File: src/rtl/seg7_pkg.sv
// Shared definitions for the seven-segment scan driver: hex glyph table,
// blank pattern and output polarity helper.
package seg7_pkg;

  localparam logic [6:0] SEG_BLANK = 7'b000_0000;

  // a..g patterns, a at bit 6; b and d are lowercase glyphs.
  function automatic logic [6:0] seg7_hex(input logic [3:0] nibble);
    logic [6:0] pat;
    unique case (nibble)
      4'h0: pat = 7'b111_1110;
      4'h1: pat = 7'b011_0000;
      4'h2: pat = 7'b110_1101;
      4'h3: pat = 7'b111_1001;
      4'h4: pat = 7'b011_0011;
      4'h5: pat = 7'b101_1011;
      4'h6: pat = 7'b101_1111;
      4'h7: pat = 7'b111_0000;
      4'h8: pat = 7'b111_1111;
      4'h9: pat = 7'b111_1011;
      4'hA: pat = 7'b111_0111;
      4'hB: pat = 7'b001_1111;
      4'hC: pat = 7'b100_1110;
      4'hD: pat = 7'b011_1101;
      4'hE: pat = 7'b100_1111;
      4'hF: pat = 7'b100_0111;
      default: pat = SEG_BLANK;
    endcase
    return pat;
  endfunction

  // Maps an active-high segment pattern onto the board's pin polarity.
  function automatic logic [7:0] seg7_polarity(input logic [7:0] pattern,
                                               input bit active_low);
    return active_low ? ~pattern : pattern;
  endfunction

endpackage

File: src/rtl/seg7_hex_encode.sv
// Combinational glyph encoder: nibble, blank and decimal point to an
// active-high {dp, a..g} pattern.
module seg7_hex_encode
  import seg7_pkg::*;
(
  input  logic [3:0] nibble,
  input  logic       blank,
  input  logic       dp,
  output logic [7:0] pattern
);

  logic [6:0] glyph;

  always_comb begin
    glyph = seg7_hex(nibble);
    // Blanking removes only the glyph; the decimal point is still shown.
    if (blank) begin
      glyph = SEG_BLANK;
    end
    pattern = {dp, glyph};
  end

endmodule

File: src/rtl/seg7_scan_driver.sv
// Time-multiplexed seven-segment driver: prescaled digit scan, frame-aligned
// value updates, optional leading-zero blanking and registered pin outputs.
module seg7_scan_driver
  import seg7_pkg::*;
#(
  parameter int unsigned DIGITS     = 4,
  parameter int unsigned SCAN_DIV   = 1000,
  parameter bit          ACTIVE_LOW = 1'b1
) (
  input  logic                  clock,
  input  logic                  reset,
  input  logic                  load,
  input  logic [4*DIGITS-1:0]   value,
  input  logic [DIGITS-1:0]     dp_in,
  input  logic                  blank_lz,
  input  logic                  enable,
  output logic [7:0]            seg,
  output logic [DIGITS-1:0]     an,
  output logic                  frame_tick
);

  localparam int unsigned IDX_W = (DIGITS > 1) ? $clog2(DIGITS) : 1;
  localparam int unsigned CNT_W = (SCAN_DIV > 1) ? $clog2(SCAN_DIV) : 1;

  localparam logic [CNT_W-1:0]  CNT_LAST = CNT_W'(SCAN_DIV - 1);
  localparam logic [IDX_W-1:0]  IDX_LAST = IDX_W'(DIGITS - 1);
  localparam logic [7:0]        SEG_OFF  = ACTIVE_LOW ? 8'hFF : 8'h00;
  localparam logic [DIGITS-1:0] AN_OFF   = {DIGITS{ACTIVE_LOW}};

  // Scan position
  logic [CNT_W-1:0] presc_q, presc_d;
  logic [IDX_W-1:0] idx_q, idx_d;
  logic             tc;
  logic             boundary;

  // Pending (host-written) and display (frame-stable) copies
  logic [4*DIGITS-1:0] pend_q, pend_d;
  logic [DIGITS-1:0]   pend_dp_q, pend_dp_d;
  logic                pend_valid_q, pend_valid_d;
  logic [4*DIGITS-1:0] disp_q, disp_d;
  logic [DIGITS-1:0]   disp_dp_q, disp_dp_d;

  // Output stage
  logic [7:0]        seg_q, seg_d;
  logic [DIGITS-1:0] an_q, an_d;
  logic              frame_tick_q;

  logic [DIGITS-1:0] lz_mask;
  logic [3:0]        cur_nibble;
  logic              cur_dp;
  logic              cur_blank;
  logic [7:0]        seg_hi;
  logic [DIGITS-1:0] an_hi;

  assign tc       = (presc_q == CNT_LAST);
  assign boundary = tc && (idx_q == IDX_LAST);

  always_comb begin
    presc_d = presc_q + CNT_W'(1);
    idx_d   = idx_q;
    if (tc) begin
      presc_d = '0;
      idx_d   = (idx_q == IDX_LAST) ? '0 : idx_q + IDX_W'(1);
    end
  end

  // A load on the boundary cycle bypasses pending so it shows in the frame
  // that is just starting.
  always_comb begin
    pend_d       = pend_q;
    pend_dp_d    = pend_dp_q;
    pend_valid_d = pend_valid_q;
    disp_d       = disp_q;
    disp_dp_d    = disp_dp_q;
    if (load) begin
      pend_d       = value;
      pend_dp_d    = dp_in;
      pend_valid_d = 1'b1;
    end
    if (boundary) begin
      pend_valid_d = 1'b0;
      if (load) begin
        disp_d    = value;
        disp_dp_d = dp_in;
      end else if (pend_valid_q) begin
        disp_d    = pend_q;
        disp_dp_d = pend_dp_q;
      end
    end
  end

  // lz_mask[k] is set when nibble k and every nibble above it are zero.
  always_comb begin
    logic all_zero;
    all_zero = 1'b1;
    lz_mask  = '0;
    for (int k = DIGITS - 1; k >= 1; k--) begin
      all_zero   = all_zero && (disp_q[4*k +: 4] == 4'h0);
      lz_mask[k] = all_zero;
    end
  end

  always_comb begin
    cur_nibble = disp_q[{idx_q, 2'b00} +: 4];
    cur_dp     = disp_dp_q[idx_q];
    cur_blank  = blank_lz && lz_mask[idx_q];
  end

  seg7_hex_encode u_encode (
    .nibble  (cur_nibble),
    .blank   (cur_blank),
    .dp      (cur_dp),
    .pattern (seg_hi)
  );

  always_comb begin
    an_hi = DIGITS'(1) << idx_q;
    if (enable) begin
      seg_d = seg7_polarity(seg_hi, ACTIVE_LOW);
      an_d  = ACTIVE_LOW ? ~an_hi : an_hi;
    end else begin
      seg_d = SEG_OFF;
      an_d  = AN_OFF;
    end
  end

  always_ff @(posedge clock or posedge reset) begin
    if (reset) begin
      presc_q      <= '0;
      idx_q        <= '0;
      pend_q       <= '0;
      pend_dp_q    <= '0;
      pend_valid_q <= 1'b0;
      disp_q       <= '0;
      disp_dp_q    <= '0;
      frame_tick_q <= 1'b0;
      seg_q        <= SEG_OFF;
      an_q         <= AN_OFF;
    end else begin
      presc_q      <= presc_d;
      idx_q        <= idx_d;
      pend_q       <= pend_d;
      pend_dp_q    <= pend_dp_d;
      pend_valid_q <= pend_valid_d;
      disp_q       <= disp_d;
      disp_dp_q    <= disp_dp_d;
      frame_tick_q <= boundary;
      seg_q        <= seg_d;
      an_q         <= an_d;
    end
  end

  assign seg        = seg_q;
  assign an         = an_q;
  assign frame_tick = frame_tick_q;

endmodule

File: config.mk
export PLATFORM = sky130hd
export DESIGN_NAME = seg7_scan_driver
export DESIGN_NICKNAME = d
export VERILOG_FILES = /design/src/rtl/seg7_pkg.sv /design/src/rtl/seg7_hex_encode.sv /design/src/rtl/seg7_scan_driver.sv
export SDC_FILE = /design/constraint.sdc
export NUM_CORES = 1
export LEC_CHECK = 0
export ABC_CLOCK_PERIOD_IN_PS = 5300
export CORE_UTILIZATION = 35
export DETAILED_ROUTE_END_ITERATION = 12
export HOLD_SLACK_MARGIN = 0.1
export PLACE_DENSITY = 0.54
export SLEW_MARGIN = 0
export SYNTH_ARGS = -nofsm -noshare
export SYNTH_HDL_FRONTEND = slang
export SYNTH_SLANG_ARGS = --single-unit
File: constraint.sdc
create_clock -name clock -period 5.3 [get_ports clock]
set_input_delay 1.06 -clock clock [delete_from_list [all_inputs] [get_ports clock]]
set_output_delay 1.06 -clock clock [all_outputs]
set_load 0.01 [all_outputs]
Yosys cells after proc, flatten, opt, wreduce, memory -nomap -nowiden
Memory sizes are Yosys's and may differ from the RTL's. Cells that the tools add are included.

Input port bits: 25. Logic and storage cells: 45. Memories: 1. Bits in read-only memories: 112. Flip-flop bits (word level): 66.

Memories: (no name shown) (depth 16, bits a word 7, rd ports 1, clocked after memory_dff 0, wr ports 0, line seg7_pkg.sv:10) `unique case (nibble)`.

Muxes and demuxes: 15. Order comparisons: 1. Eq/ne operators: 2. Reduce and logical (&&, ||, !) cells: 10. Shifts and indexed selects: 2. Bitwise gates (word level): 2. Add/subtract/negate cells: 2.

Operators by type and width (count): 16-bit two-way mux (2); 16-bit by 5-bit indexed part select with 4-bit output (1); 4-bit logical NOT (3); 4-bit two-way mux (3); 10-bit by 1-bit adder with 10-bit output, second input constant (1); 10-bit equality test, second input constant (1); 10-bit two-way mux (1); 8-bit two-way mux (1); 8-bit inverter (1); 7-bit two-way mux (1); 1-bit binary-select mux with 2-bit select (2); 1-bit logical AND (4); 1-bit two-way mux (4); 4-bit inverter (1); 2-bit nonzero test (2); 1-bit by 2-bit left shift with 4-bit output, first input constant (1); 2-bit by 3-bit less-than comparator with 1-bit output, second input constant (1); 2-bit by 1-bit adder with 2-bit output, second input constant (1); 2-bit equality test, second input constant (1); 2-bit two-way mux (1); 2-bit AND reduction (1).

Depth between registers and ports, before layout
Gate-level depths: netlist of run 1.

Depth in word-level cells: 9. Mapped depth: 7. Depth with buffers taken out: 6.

Modules after synthesis
From an unflattened synthesis of run 1, not the netlist that was laid out.

Cells, all modules: 225. Area, all modules: 2960.3 um2.

By module, submodules not included: seg7_scan_driver (cells an instance 188, times used 1, sequential area each 1666.6 um2, area each 2685.1 um2); seg7_hex_encode (cells an instance 37, times used 1, sequential area each 0.0 um2, area each 275.3 um2).

Least setup slack after synthesis of run 1
Ideal clock, no wire load.

Kind: reg-to-reg. Start point: reg idx_q[0]. End point: reg seg_q[6], in the netlist seg[6]. Library setup time: 111 ps. Buffers on the path: 1. Period minus slack after synthesis: 2183 ps. Arrival time: 2072 ps. Slack: 3117 ps. Required time: 5189 ps. Stages on the path, launching flop included: 8. Cells stage by stage: dfrtp_1 buf_2 mux4_2 inv_1 ha_1 nor2_1 a22o_1 o311ai_0.

Word-level cells in the longest chain between the ends: 6. Elaborated cells on any way between the ends: 8. Those cells by class: 1 x shift; 4 x mux; 1 x bitwise; 1 x reduce/logical; 1 x memory.

RTL lines: start, declared (line seg7_scan_driver.sv:32) `logic [IDX_W-1:0] idx_q, idx_d;`; start signal, assigned (line seg7_scan_driver.sv:141) `idx_q <= idx_d;`; branches (longest 3 deep; another with memory read 16 x 7 bit); 7-bit two-way mux * (line seg7_hex_encode.sv:17) `if (blank) begin`; 8-bit inverter * (line seg7_pkg.sv:35) `return active_low ? ~pattern : pattern;`; 8-bit two-way mux * (line seg7_scan_driver.sv:118) `if (enable) begin`; via seg_d[6] (line seg7_scan_driver.sv:44) `logic [7:0] seg_q, seg_d;`; end signal, assigned (line seg7_scan_driver.sv:148) `seg_q <= seg_d;`; end, declared (line seg7_scan_driver.sv:44).

Mark *: on every way through the listed nets, which the timed path passes. The select of a mux whose other input is x is not followed. A chain may end at the register's enable or synchronous reset.

Worst setup path after layout of run 1
Start point: in load. End point: reg disp_q[11].

Word-level cells in the longest chain between the ends: 2. Elaborated cells on any way between the ends: 3. Those cells by class: 1 x mux; 2 x reduce/logical.

RTL lines: start, declared (line seg7_scan_driver.sv:12) `input logic load,`; 2-bit nonzero test (no line); 2-bit AND reduction (no line); end signal, assigned (line seg7_scan_driver.sv:145) `disp_q <= disp_d;`; end, declared (line seg7_scan_driver.sv:40) `logic [4*DIGITS-1:0] disp_q, disp_d;`.

Several ways; a longest one is shown, not always the timed one.

==> PnR_summary.wiki, run 1 <==
{| class="wikitable"
! Metric !! Value
|-
| Number of vias in the routed layout || about 1900
|-
| Worst min-delay path category || flip-flop to flip-flop
|-
| Area of the core || between 8000 and 9000 sq um
|-
| Gr ovfl total || 0
|-
| Static Leak || approximately 1.6 nW
|-
| Start-to-end type of the worst setup path || primary input to flip-flop
|-
| Seq. cell area || 1670 sq um
|-
| Fraction of the mapped netlist area in simple logic gates || under 10%
|-
| Power per cell area || roughly 260 nW/um^2
|-
| Iteration-0 DRC Markers || between 50 and 60
|-
| Count of boundary I/O pins || 38
|-
| RePlAce Congestion || a little under 0.8
|-
| Adder-Cell Fraction of Synth Area || 4.50%
|-
| DRC violations left || 0
|-
| Critical Path Source Type || primary input
|-
| Yosys top cell by area || sky130_fd_sc_hd__dfrtp_1
|-
| Share of total power in combinational logic || approximately 6.5%
|-
| Flip-flop and latch count after synthesis || 66
|-
| Clk sinks || 66
|-
| Relative max-transition margin || between 50% and 60%
|-
| Fraction of the cycle the final worst path needs || between 40% and 50%
|-
| Post-synthesis mux area share || 22.2%
|-
| Cell-internal power || 0.741 mW
|-
| Switching power || between 0.2 and 0.25 mW
|-
| Fin util || 44.4%
|-
| Unrepaired setup endpoints after global routing || no
|-
| Data arrival time of the critical path || 2.87 ns
|-
| Worst Reg2Reg Path Length in Cells || 6
|-
| Syn Inst Count || 232
|-
| Dominant cells by area after synthesis || sky130_fd_sc_hd__dfrtp_1 44%, sky130_fd_sc_hd__mux2_2 15%, sky130_fd_sc_hd__dfstp_2 10%, sky130_fd_sc_hd__ha_1 4.5%, sky130_fd_sc_hd__mux4_2 3.7%
|-
| Number of buffer cells added on primary ports || 37
|-
| Pin count of the biggest net entering global routing || 36
|-
| Multi-input logic area || ~1300 sq um
|-
| Routed Antenna Nets || 0
|-
| Per-cell via count in the routed design || 4.91
|-
| Inserted Clock Buffers || 9
|-
| Number of warnings printed during yosys synthesis || 0
|-
| Instance count along the most critical hold path || 1
|-
| WP data required || 5.52 ns
|-
| Share of total power consumed by net switching || 23.8%
|-
| Final period demand of the worst path || around 2.6 ns
|-
| Area growth, synth to finish || 21.1%
|-
| Clock transition time at the flip-flop clock pins of the worst setup and hold paths || about 0.070 ns
|-
| Floorplan row count || 33
|-
| Non-filler cells, final || 383
|-
| Die W || ~95 microns
|-
| Accumulated negative setup slack || 0 ns
|-
| Dominant combinational cell family by area after synthesis || multiplexers
|-
| Worst-skew pair later-pin latency || 0.34 ns
|-
| Setup slack at placement || around 2.3 ns
|-
| Number of violations of the max-capacitance limit || 0
|-
| Result of the run || complete, no violations
|-
| Number of placed instances, taps included || 367
|-
| Syn Nets || 268
|-
| Effective utilization at floorplan || 36.6%
|-
| Hold bufs inserted after CTS || 0
|-
| Number of hold violations in the final report || 0
|-
| Minimum setup slack among reg-to-reg paths || around 2.7 ns
|-
| Worst IR Drop VDD || between 0.0001 and 0.00015 V
|-
| Proportion of netlist area held by the largest area contributor || between 40% and 50%
|-
| Worst hold margin || around 0.49 ns
|-
| Vias in the first global route || between 1500 and 2000
|-
| H-tree depth reported by CTS || 3
|-
| Fmax achieved || approximately 380 MHz
|-
| Initial antenna violation count || 0
|-
| Clock network fraction of design power || ~39%
|-
| # diodes || 0
|-
| Total half-perimeter wirelength after legalization and detailed placement || just under 4 mm
|-
| CP dominant cell by count || sky130_fd_sc_hd__buf_4
|-
| Final critical-path setup slack || 2.65 ns
|-
| Setup violations, final || 0
|-
| Sequential cell fraction of total power || about 54%
|-
| Share of the yosys chip area belonging to registers || a little over half
|-
| Final Routed Wirelength || between 5 and 6 mm
|-
| Number of fill cells in the layout || approximately 810
|-
| Sort of element at the end of the critical path || flip-flop
|-
| Maximum buffer depth of the clock tree || 2
|-
| Gates resized, CTS repair || 0
|-
| Synth Cell Area || approximately 3100 sq um
|-
| Average wire per cell in the routed design || roughly 15 microns
|-
| Layout Skew || just over 0.009 ns
|-
| Cell-by-cell trace of the critical path || clkdlybuf4s50_1, buf_4, nor2_1, nor4b_4, buf_4, mux2_2
|-
| Number of setup buffers added after CTS || 0
|-
| Number of nets in the final layout || between 300 and 400
|-
| CTS Root Buffer Type || sky130_fd_sc_hd__clkbuf_8
|-
| Global-route wire length before repair || a little under 10 mm
|-
| Least-Margin Pin Slew || between 0.7 and 0.8 ns
|-
| Max Transition Viols Final || 0
|-
| Per-instance average area after synthesis || 13.2 sq um
|-
| TritonCTS clock tree || yes
|-
| Total routing usage reported by global routing || 14.8%
|-
| Synthesized-area fraction occupied by xor and xnor cells || about 2.3%
|-
| Complex-gate fraction of the synthesized area || roughly 3.7%
|-
| Proportion of layout cells with a drive suffix above 1 || approximately 29%
|-
| Area of the die || 9110 sq um
|-
| Slowest CP cell || sky130_fd_sc_hd__clkdlybuf4s50_1
|-
| Delay contributed by the slowest stage of the critical path || between 0.4 and 0.5 ns
|-
| Vertical die dimension || roughly 95 microns
|-
| Maximum fanout count along the critical path || 21
|-
| Count of TritonRoute iterations in the first routing pass || 4
|-
| Number of distinct library cells after synthesis || 39
|}
## cells in the final DEF (no fill, tap or decap), types with 2 or more instances in the layout
master,n
sky130_fd_sc_hd__nand4_1,3
sky130_fd_sc_hd__clkbuf_8,10
sky130_fd_sc_hd__inv_1,7
sky130_fd_sc_hd__or4_1,2
sky130_fd_sc_hd__clkdlybuf4s50_1,37
sky130_fd_sc_hd__clkinv_2,2
sky130_fd_sc_hd__a21oi_1,8
sky130_fd_sc_hd__xor2_1,6
sky130_fd_sc_hd__mux4_2,5
sky130_fd_sc_hd__ha_1,11
sky130_fd_sc_hd__nor3_1,2
sky130_fd_sc_hd__mux2i_1,6
sky130_fd_sc_hd__xnor2_1,2
sky130_fd_sc_hd__nand2_1,12
sky130_fd_sc_hd__mux2_1,5
sky130_fd_sc_hd__nor2_1,13
sky130_fd_sc_hd__o2111ai_1,2
sky130_fd_sc_hd__clkinvlp_4,2
sky130_fd_sc_hd__or3_1,3
sky130_fd_sc_hd__nand2b_1,2
sky130_fd_sc_hd__dfstp_2,12
sky130_fd_sc_hd__dfrtp_1,54
sky130_fd_sc_hd__buf_4,3
sky130_fd_sc_hd__clkinv_4,2
sky130_fd_sc_hd__nand3_1,11
sky130_fd_sc_hd__mux2_2,40
## sequential cells by signal, indices dropped and copies added, names as in the netlist
register      flops
idx_q             2
pend_dp_q         4
disp_dp_q         4
pend_valid_q      1
seg               8
pend_q           16
frame_tick        1
presc_q          10
disp_q           16
an                4
## cells in the mapped netlist (all sizes together)
cell type	number
mux2i	6
mux2	45
ha	11
or2	1
nor4b	1
a21o	1
nand4	3
and4	1
mux4	5
dfrtp	54
clkbuf	4
nor2b	1
nor2	14
nor3	2
o211ai	1
o311ai	1
a22o	1
nand3	11
nand2	12
a2bb2oi	1
o2111ai	2
a21oi	8
o21ai	1
dfstp	12
or4	3
xnor2	2
and2	1
nor4	1
or3	3
buf	6
inv	8
o2bb2ai	1
nand2b	2
xor2	6
## layout make-up
| class | instances | share of cell area [%] |
|---|---|---|
| clock buffer | 10 | 3.72 |
| clock inverter | 6 | 1.15 |
| inverter | 8 | 0.812 |
| multi-input combinational | 148 | 35.1 |
| sequential | 66 | 45.0 |
| tap | 105 | 3.55 |
| timing repair buffer | 40 | 10.6 |
## cells by family (layout without fill, tap and decap cells)
group,Yosys count,after routing
AO/OA/AOI/OAI,17,17
XOR/XNOR,8,8
adder cells (fa/ha/maj),11,11
buffers and inverters,18,64
flip-flops,66,66
multiplexers,56,56
AND/OR/NAND/NOR,56,56
## power by group through the flow
stage / clock [mW] / sequential (mW) / combinational [mW]
global route: 0.421 / 0.529 / 0.0712
detailed placement: 0 / 0.537 / 0.0655
global placement: 0 / 0.537 / 0.0651
floorplan: 0 / 0.537 / 0.0302
finish: 0.382 / 0.527 / 0.0634
CTS: 0.396 / 0.528 / 0.0659
## worst paths after layout
| check | from | to |
|---|---|---|
| max reg2reg | idx_q[0] | seg[6] |
| min | presc_q[0] | presc_q[0] |
| max in group asynchronous | reset | seg[0] |
| min in group asynchronous | reset | disp_q[7] |
| max | load | disp_q[11] |
| min reg2reg | presc_q[0] | presc_q[0] |
## through the flow
stage / instance area, sq um / power (mW)
global placement: 3520 / 0.602
detailed placement: 3520 / 0.603
floorplan: 3060 / 0.568
global route: 3700 / 1.02
CTS: 3700 / 0.989
finish: 3700 / 0.973
## metal layers
metal  track usage, %  part of all wire, %
met5                0                    0
met4             6.72                  1.6
met3             4.31                  4.5
met2             21.5                   45
met1             20.3                   49
## critical path, delay by kind of cell
family	cells	cell delay, ns
buf+inv	3	1.04
mux	1	0.37
simple gates	2	0.39
(Power assumes the default switching activity.)
==> run 2: changes to the inputs <==
--- a/config.mk
+++ b/config.mk
@@ -5,7 +5,7 @@
 export SDC_FILE = /design/constraint.sdc
 export NUM_CORES = 1
 export LEC_CHECK = 0
-export ABC_CLOCK_PERIOD_IN_PS = 5300
+export ABC_CLOCK_PERIOD_IN_PS = 2530
 export CORE_UTILIZATION = 35
 export DETAILED_ROUTE_END_ITERATION = 12
 export HOLD_SLACK_MARGIN = 0.1
==> constraint.sdc (replaced) <==
create_clock -name clock -period 2.53 [get_ports clock]
set_input_delay 0.506 -clock clock [delete_from_list [all_inputs] [get_ports clock]]
set_output_delay 0.506 -clock clock [all_outputs]
set_load 0.01 [all_outputs]
==> PnR_summary.wiki, run 2 (synthesized netlist as in run 1, its figures left out) <==
{| class="wikitable"
! Metric !! Value
|-
| Number of vias in the routed layout || 1925 (+2.4%)
|-
| Average wire per cell in the routed design || 14.8 microns (+1.6%)
|-
| Result of the run || complete, no violations
|-
| Area of the core || 8340 sq um (unchanged)
|-
| Final period demand of the worst path || approximately 2.1 ns
|-
| Effective utilization at floorplan || 36.6% (unchanged)
|-
| Layout Skew || 0.00939 ns (+0.0000712 ns)
|-
| Relative max-transition margin || 57.2% (+6.5 points)
|-
| Least-Margin Pin Slew || 0.640 ns (-0.0998 ns)
|-
| Commonest cells after routing, fill and taps aside || 54 x sky130_fd_sc_hd__dfrtp_1, 40 x sky130_fd_sc_hd__mux2_2, 37 x sky130_fd_sc_hd__clkdlybuf4s50_1, 13 x sky130_fd_sc_hd__nor2_1
|-
| RePlAce Congestion || 0.820 (+4.5%)
|-
| Startpoint of the most critical setup path || presc_q[0]
|-
| Min-Delay Startpoint || presc_q[0]
|-
| Clk sinks || 66 (unchanged)
|-
| # diodes || 0 (unchanged)
|-
| Data arrival time of the critical path || 2.37 ns (-0.50 ns)
|-
| WP data required || 2.75 ns (-2.77 ns)
|-
| Power per cell area || 556 nW/um^2 (+110%)
|-
| Critical Path Source Type || flip-flop
|-
| Vias in the first global route || 1992 (+1.2%)
|-
| Routed Antenna Nets || 0 (unchanged)
|-
| Global-route wire length before repair || 9.94 mm (about the same)
|-
| CTS Root Buffer Type || sky130_fd_sc_hd__clkbuf_8
|-
| Worst IR Drop VDD || 0.000245 V (+81%)
|-
| Clock transition time at the flip-flop clock pins of the worst setup and hold paths || 0.07 ns (about the same)
|-
| Fmax achieved || 465 MHz
|-
| Die W || 95.4 microns (unchanged)
|-
| Setup violations, final || 0 (unchanged)
|-
| Gr ovfl total || 0 (unchanged)
|-
| Maximum fanout count along the critical path || 20 (-4.8%)
|-
| Max Transition Viols Final || 0 (unchanged)
|-
| Final critical-path setup slack || 0.381 ns (-2.27 ns)
|-
| Power, Total || 2.10 mW (+120%)
|-
| Per-cell via count in the routed design || 4.96 (+1.1%)
|-
| Final Routed Wirelength || 5.74 mm (+2.9%)
|-
| Number of hold violations in the final report || 0 (unchanged)
|-
| Number of placed instances, taps included || 372 (+1.4%)
|-
| Static Leak || 1.60 nW (+2.8%)
|-
| Area growth, synth to finish || 23.4%
|-
| Pin count of the biggest net entering global routing || 67 (+86%)
|-
| H-tree depth reported by CTS || 3 (unchanged)
|-
| Vertical die dimension || 95.4 microns (unchanged)
|-
| Total half-perimeter wirelength after legalization and detailed placement || 4.07 mm (+5.4%)
|-
| Area of the die || 9110 sq um (unchanged)
|-
| Number of violations of the max-capacitance limit || 0 (unchanged)
|-
| Number of nets in the final layout || 314 (+1.6%)
|-
| Total routing usage reported by global routing || 14.8% (+0.024 points)
|-
| Number of buffer cells added on primary ports || 37 (unchanged)
|-
| Start-to-end type of the worst setup path || flip-flop to flip-flop
|-
| Count of boundary I/O pins || 38 (unchanged)
|-
| Count of TritonRoute iterations in the first routing pass || 4 (unchanged)
|-
| Unrepaired setup endpoints after global routing || no
|-
| Iteration-0 DRC Markers || 76 (+29%)
|-
| Most common library cell in the layout ignoring fill and taps || sky130_fd_sc_hd__dfrtp_1
|-
| DRC violations left || 0 (unchanged)
|-
| Number of setup buffers added after CTS || 0 (unchanged)
|-
| TritonCTS clock tree || yes
|-
| Beginning of the worst register-to-register path || presc_q[0]
|-
| Sort of element at the end of the critical path || flip-flop
|-
| Maximum buffer depth of the clock tree || 2 (unchanged)
|-
| Fraction of the cycle the final worst path needs || between 80% and 90%
|-
| Proportion of layout cells with a drive suffix above 1 || 29.3% (+0.19 points)
|-
| Floorplan row count || 33 (unchanged)
|-
| Hold bufs inserted after CTS || 0 (unchanged)
|-
| Setup slack at placement || 0.379 ns (-1.87 ns)
|-
| Accumulated negative setup slack || 0 ns (unchanged)
|-
| Worst-skew pair later-pin latency || 0.34 ns (about the same)
|-
| Worst min-delay path category || flip-flop to flip-flop
|-
| Initial antenna violation count || 0 (unchanged)
|-
| Biggest registers after layout || disp_q x16, pend_q x16, presc_q x10
|-
| Gates resized, CTS repair || 0 (unchanged)
|-
| Non-filler cells, final || 388 (+1.3%)
|-
| Inserted Clock Buffers || 9 (unchanged)
|}
-- run 2: cell type report --
cell class                 count  area, sq um
clock inverter                 3         40.0
clock buffer                  13          149
timing repair buffer          45          455
sequential                    66         1670
fill                         766         4570
inverter                       8         30.0
tap                          105          131
multi-input combinational    148         1300
-- run 2: path summary, 6_finish.rpt --
| path | end | slack (ns) | cells after the start |
|---|---|---|---|
| worst min-delay path | presc_q[0] | 0.48 | 1 |
| max in group asynchronous | an[0] | 1.64 | 3 |
| worst min register to register | presc_q[0] | 0.48 | 1 |
| worst max register to register | disp_q[2] | 0.38 | 6 |
| min in group asynchronous | presc_q[9] | 0.56 | 3 |
| worst max-delay path | disp_q[2] | 0.38 | 6 |
-- run 2: report_power, final --
| part | switching [mW] | total [mW] | internal (mW) |
|---|---|---|---|
| clock | 0.376 | 0.856 | 0.480 |
| combinational | 0.0579 | 0.135 | 0.0768 |
| sequential | 0.00836 | 1.11 | 1.10 |
| total | 0.443 | 2.10 | 1.65 |
-- run 2: per-stage QoR --
stage | utilization (%) | instance area (sq um) | hold WS, ns
floorplan | - | 3060 | 0.453
global placement | 42.9 | 3580 | 0.473
detailed placement | 42.9 | 3580 | 0.477
CTS | 45.2 | 3770 | 0.486
global route | 45.2 | 3770 | 0.505
finish | 45.2 | 3770 | 0.484
-- run 2: routing by layer --
layer | up-vias | GRT usage, % | wire (microns)
met5 | - | 0 | 0
met4 | 0 | 7.84 | 102
li1 | 916 | - | -
met1 | 968 | 19.2 | 2730
met2 | 32 | 23.0 | 2740
met3 | 9 | 3.35 | 173
-- run 2: critical path: stages, from the launching register on --
cell	delay, ns
sky130_fd_sc_hd__dfrtp_1	0.39
sky130_fd_sc_hd__ha_1	0.25
sky130_fd_sc_hd__nand2_1	0.07
sky130_fd_sc_hd__or4_4	0.47
sky130_fd_sc_hd__nor4b_4	0.29
sky130_fd_sc_hd__buf_12	0.21
sky130_fd_sc_hd__mux2_2	0.35
==> run 3: changes to the inputs <==
--- a/config.mk
+++ b/config.mk
@@ -5,7 +5,7 @@
 export SDC_FILE = /design/constraint.sdc
 export NUM_CORES = 1
 export LEC_CHECK = 0
-export ABC_CLOCK_PERIOD_IN_PS = 2530
+export ABC_CLOCK_PERIOD_IN_PS = 2000
 export CORE_UTILIZATION = 35
 export DETAILED_ROUTE_END_ITERATION = 12
 export HOLD_SLACK_MARGIN = 0.1
==> constraint.sdc (replaced) <==
create_clock -name clock -period 2 [get_ports clock]
set_input_delay 0.4 -clock clock [delete_from_list [all_inputs] [get_ports clock]]
set_output_delay 0.4 -clock clock [all_outputs]
set_load 0.01 [all_outputs]
==> PnR_summary.wiki, run 3 (synthesized netlist as in run 1, its figures left out) <==
{| class="wikitable"
! Metric !! Value
|-
| Area of the core || 8340 sq um (unchanged)
|-
| Worst hold margin || 0.491 ns (+0.00677 ns)
|-
| Count of TritonRoute iterations in the first routing pass || 4 (unchanged)
|-
| Number of hold violations in the final report || 0 (unchanged)
|-
| Number of vias in the routed layout || 1962 (+1.9%)
|-
| H-tree depth reported by CTS || 3 (unchanged)
|-
| Seq. cell area || 1670 sq um (about the same)
|-
| Iteration-0 DRC Markers || 54 (-29%)
|-
| Global-route wire length before repair || 9.87 mm (-0.63%)
|-
| WP data required || 2.21 ns (-0.54 ns)
|-
| Result of the run || finished, violations left
|-
| Wl on met1 || 2.93 mm (+7.4%)
|-
| Average wire per cell in the routed design || 14.5 microns (-1.7%)
|-
| Setup violations, final || 18 (+18)
|-
| Vertical die dimension || 95.4 microns (unchanged)
|-
| Worst-skew pair later-pin latency || 0.34 ns (about the same)
|-
| Number of buffer cells added on primary ports || 37 (unchanged)
|-
| Vias in the first global route || 1967 (-1.3%)
|-
| Data arrival time of the critical path || 2.24 ns (-0.13 ns)
|-
| Inserted Clock Buffers || 9 (unchanged)
|-
| Count of boundary I/O pins || 38 (unchanged)
|-
| Final critical-path setup slack || -0.0271 ns (-0.408 ns)
|-
| Floorplan row count || 33 (unchanged)
|-
| Top Family by Delay on Critical Path || simple AND/OR/NAND/NOR gates
|-
| Pin count of the biggest net entering global routing || 67 (unchanged)
|-
| Unrepaired setup endpoints after global routing || yes
|-
| Initial antenna violation count || 0 (unchanged)
|-
| Start-to-end type of the worst setup path || flip-flop to flip-flop
|-
| Power per cell area || 668 nW/um^2 (+20%)
|-
| Static Leak || 1.74 nW (+8.9%)
|-
| Maximum fanout count along the critical path || 10 (-50%)
|-
| Least-Margin Pin Slew || 0.492 ns (-0.147 ns)
|-
| Number of violations of the max-capacitance limit || 0 (unchanged)
|-
| Critical Path Source Type || flip-flop
|-
| Clk sinks || 66 (unchanged)
|-
| Biggest registers after layout || disp_q x16, pend_q x16, presc_q x10
|-
| Fraction of the cycle the final worst path needs || 101% (+16 points)
|-
| Delay contributed by the slowest stage of the critical path || 0.44 ns (-0.03 ns)
|-
| Area of the die || 9110 sq um (unchanged)
|-
| Number of fill cells in the layout || 757 (-1.2%)
|-
| Fin util || 48.7% (+3.5 points)
|-
| Accumulated negative setup slack || -0.329 ns (-0.329 ns)
|-
| Slowest CP cell || sky130_fd_sc_hd__or4_4
|-
| Max Transition Viols Final || 0 (unchanged)
|-
| Final period demand of the worst path || 2.03 ns (-0.122 ns)
|-
| Clock transition time at the flip-flop clock pins of the worst setup and hold paths || 0.07 ns (about the same)
|-
| Maximum buffer depth of the clock tree || 2 (unchanged)
|-
| Buffer and inverter count on the worst path || 2 (+1)
|-
| CTS Root Buffer Type || sky130_fd_sc_hd__clkbuf_8
|-
| Proportion of layout cells with a drive suffix above 1 || 38.8% (+9.5 points)
|-
| Commonest cells after routing, fill and taps aside || 53 x sky130_fd_sc_hd__dfrtp_1, 37 x sky130_fd_sc_hd__clkdlybuf4s50_1, 34 x sky130_fd_sc_hd__mux2_2, 28 x sky130_fd_sc_hd__buf_4, 13 x sky130_fd_sc_hd__nor2_1
|-
| Effective utilization at floorplan || 36.6% (unchanged)
|-
| Cell-by-cell trace of the critical path || ha_2, nand2_2, or4_4, nor4b_4, buf_6, buf_12, mux2_1
|-
| Area growth, synth to finish || 32.9%
|-
| Final Routed Wirelength || 6.02 mm (+4.8%)
|-
| Multi-input logic area || 1340 sq um (+3.5%)
|-
| Routed length on met3 || 217 microns (+25%)
|-
| # diodes || 0 (unchanged)
|-
| Hold bufs inserted after CTS || 0 (unchanged)
|-
| Per-cell via count in the routed design || 4.74 (-4.5%)
|-
| Total routing usage reported by global routing || 14.7% (-0.11 points)
|-
| Metal2 WL || 2.79 mm (+2.1%)
|-
| RePlAce Congestion || 0.790 (-3.7%)
|-
| Relative max-transition margin || 67.1% (+9.9 points)
|-
| Worst IR Drop VDD || 0.000275 V (+13%)
|-
| Sort of element at the end of the critical path || flip-flop
|-
| Setup slack at placement || -0.0281 ns (-0.408 ns)
|-
| Routed Antenna Nets || 0 (unchanged)
|-
| TritonCTS clock tree || yes
|-
| DRC violations left || 0 (unchanged)
|-
| Worst min-delay path category || flip-flop to flip-flop
|-
| DR top layer || met4
|-
| Number of nets in the final layout || 340 (+8.3%)
|-
| Die W || 95.4 microns (unchanged)
|-
| Most common library cell in the layout ignoring fill and taps || sky130_fd_sc_hd__dfrtp_1
|-
| Total half-perimeter wirelength after legalization and detailed placement || 4.13 mm (+1.5%)
|-
| Gr ovfl total || 0 (unchanged)
|-
| Violations in the final reports || setup timing
|-
| Layout Skew || 0.00757 ns (-0.00182 ns)
|-
| Fmax achieved || 493 MHz (+6.0%)
|}
==> run 3: changes by cell type in the layout (fill, tap and decap cells not counted), moves of 2 or more <==
cell | before | now
sky130_fd_sc_hd__buf_4 | 6 | 28
sky130_fd_sc_hd__mux2_4 | 0 | 7
sky130_fd_sc_hd__mux2_2 | 40 | 34
sky130_fd_sc_hd__buf_6 | 0 | 3
sky130_fd_sc_hd__clkinvlp_4 | 0 | 3
sky130_fd_sc_hd__clkbuf_1 | 3 | 1
sky130_fd_sc_hd__ha_1 | 11 | 9
sky130_fd_sc_hd__ha_2 | 0 | 2
sky130_fd_sc_hd__inv_1 | 7 | 5
==> run 3: final cells by class <==
cell class / count / share of cell area (%)
clock buffers: 12 / 3.82
clock inverters: 4 / 1.23
inverters: 8 / 0.832
multi-input cells: 148 / 33.1
flip-flops and latches: 66 / 41.1
well taps: 105 / 3.23
repair buffers: 71 / 16.7
==> run 3: through the flow <==
step	total power [mW]	instances	instance area, sq um
CTS	2.76	407	3940
detailed placement	1.60	391	3730
global placement	1.60	391	3730
floorplan	1.50	232	3070
finish	2.71	414	4060
global route	2.84	414	4060
==> run 3: worst paths after layout <==
| path | depth (start not counted) | startpoint | to | slack, ns |
|---|---|---|---|---|
| setup / recovery | 7 | presc_q[0] | disp_q[15] | -0.03 |
| hold / removal | 1 | disp_dp_q[3] | disp_dp_q[3] | 0.49 |
| setup reg to reg | 7 | presc_q[0] | disp_q[15] | -0.03 |
| hold reg to reg | 1 | disp_dp_q[3] | disp_dp_q[3] | 0.49 |
| max in group asynchronous | 3 | reset | seg[1] | 1.18 |
| min in group asynchronous | 3 | reset | pend_q[8] | 0.50 |
==> run 3: metal layers <==
metal	vias to the layer above	GRT usage [%]
li1	965	-
met1	959	20.1
met2	32	21.7
met3	6	4.78
met4	0	5.35
met5	-	0
==> run 3: repair_timing <==
item / 4_1_cts / 5_1_grt
resized for setup: 0 / 15
endpoints found under the setup margin: 20 / 22
pin swaps: 0 / 0
buffers inserted: 0 / 5
gates cloned: 0 / 2
==> run 3: power by group <==
part / internal, mW / switching, mW
clock network: 0.642 / 0.499
logic: 0.0983 / 0.0741
registers: 1.39 / 0.0114
total: 2.13 / 0.585
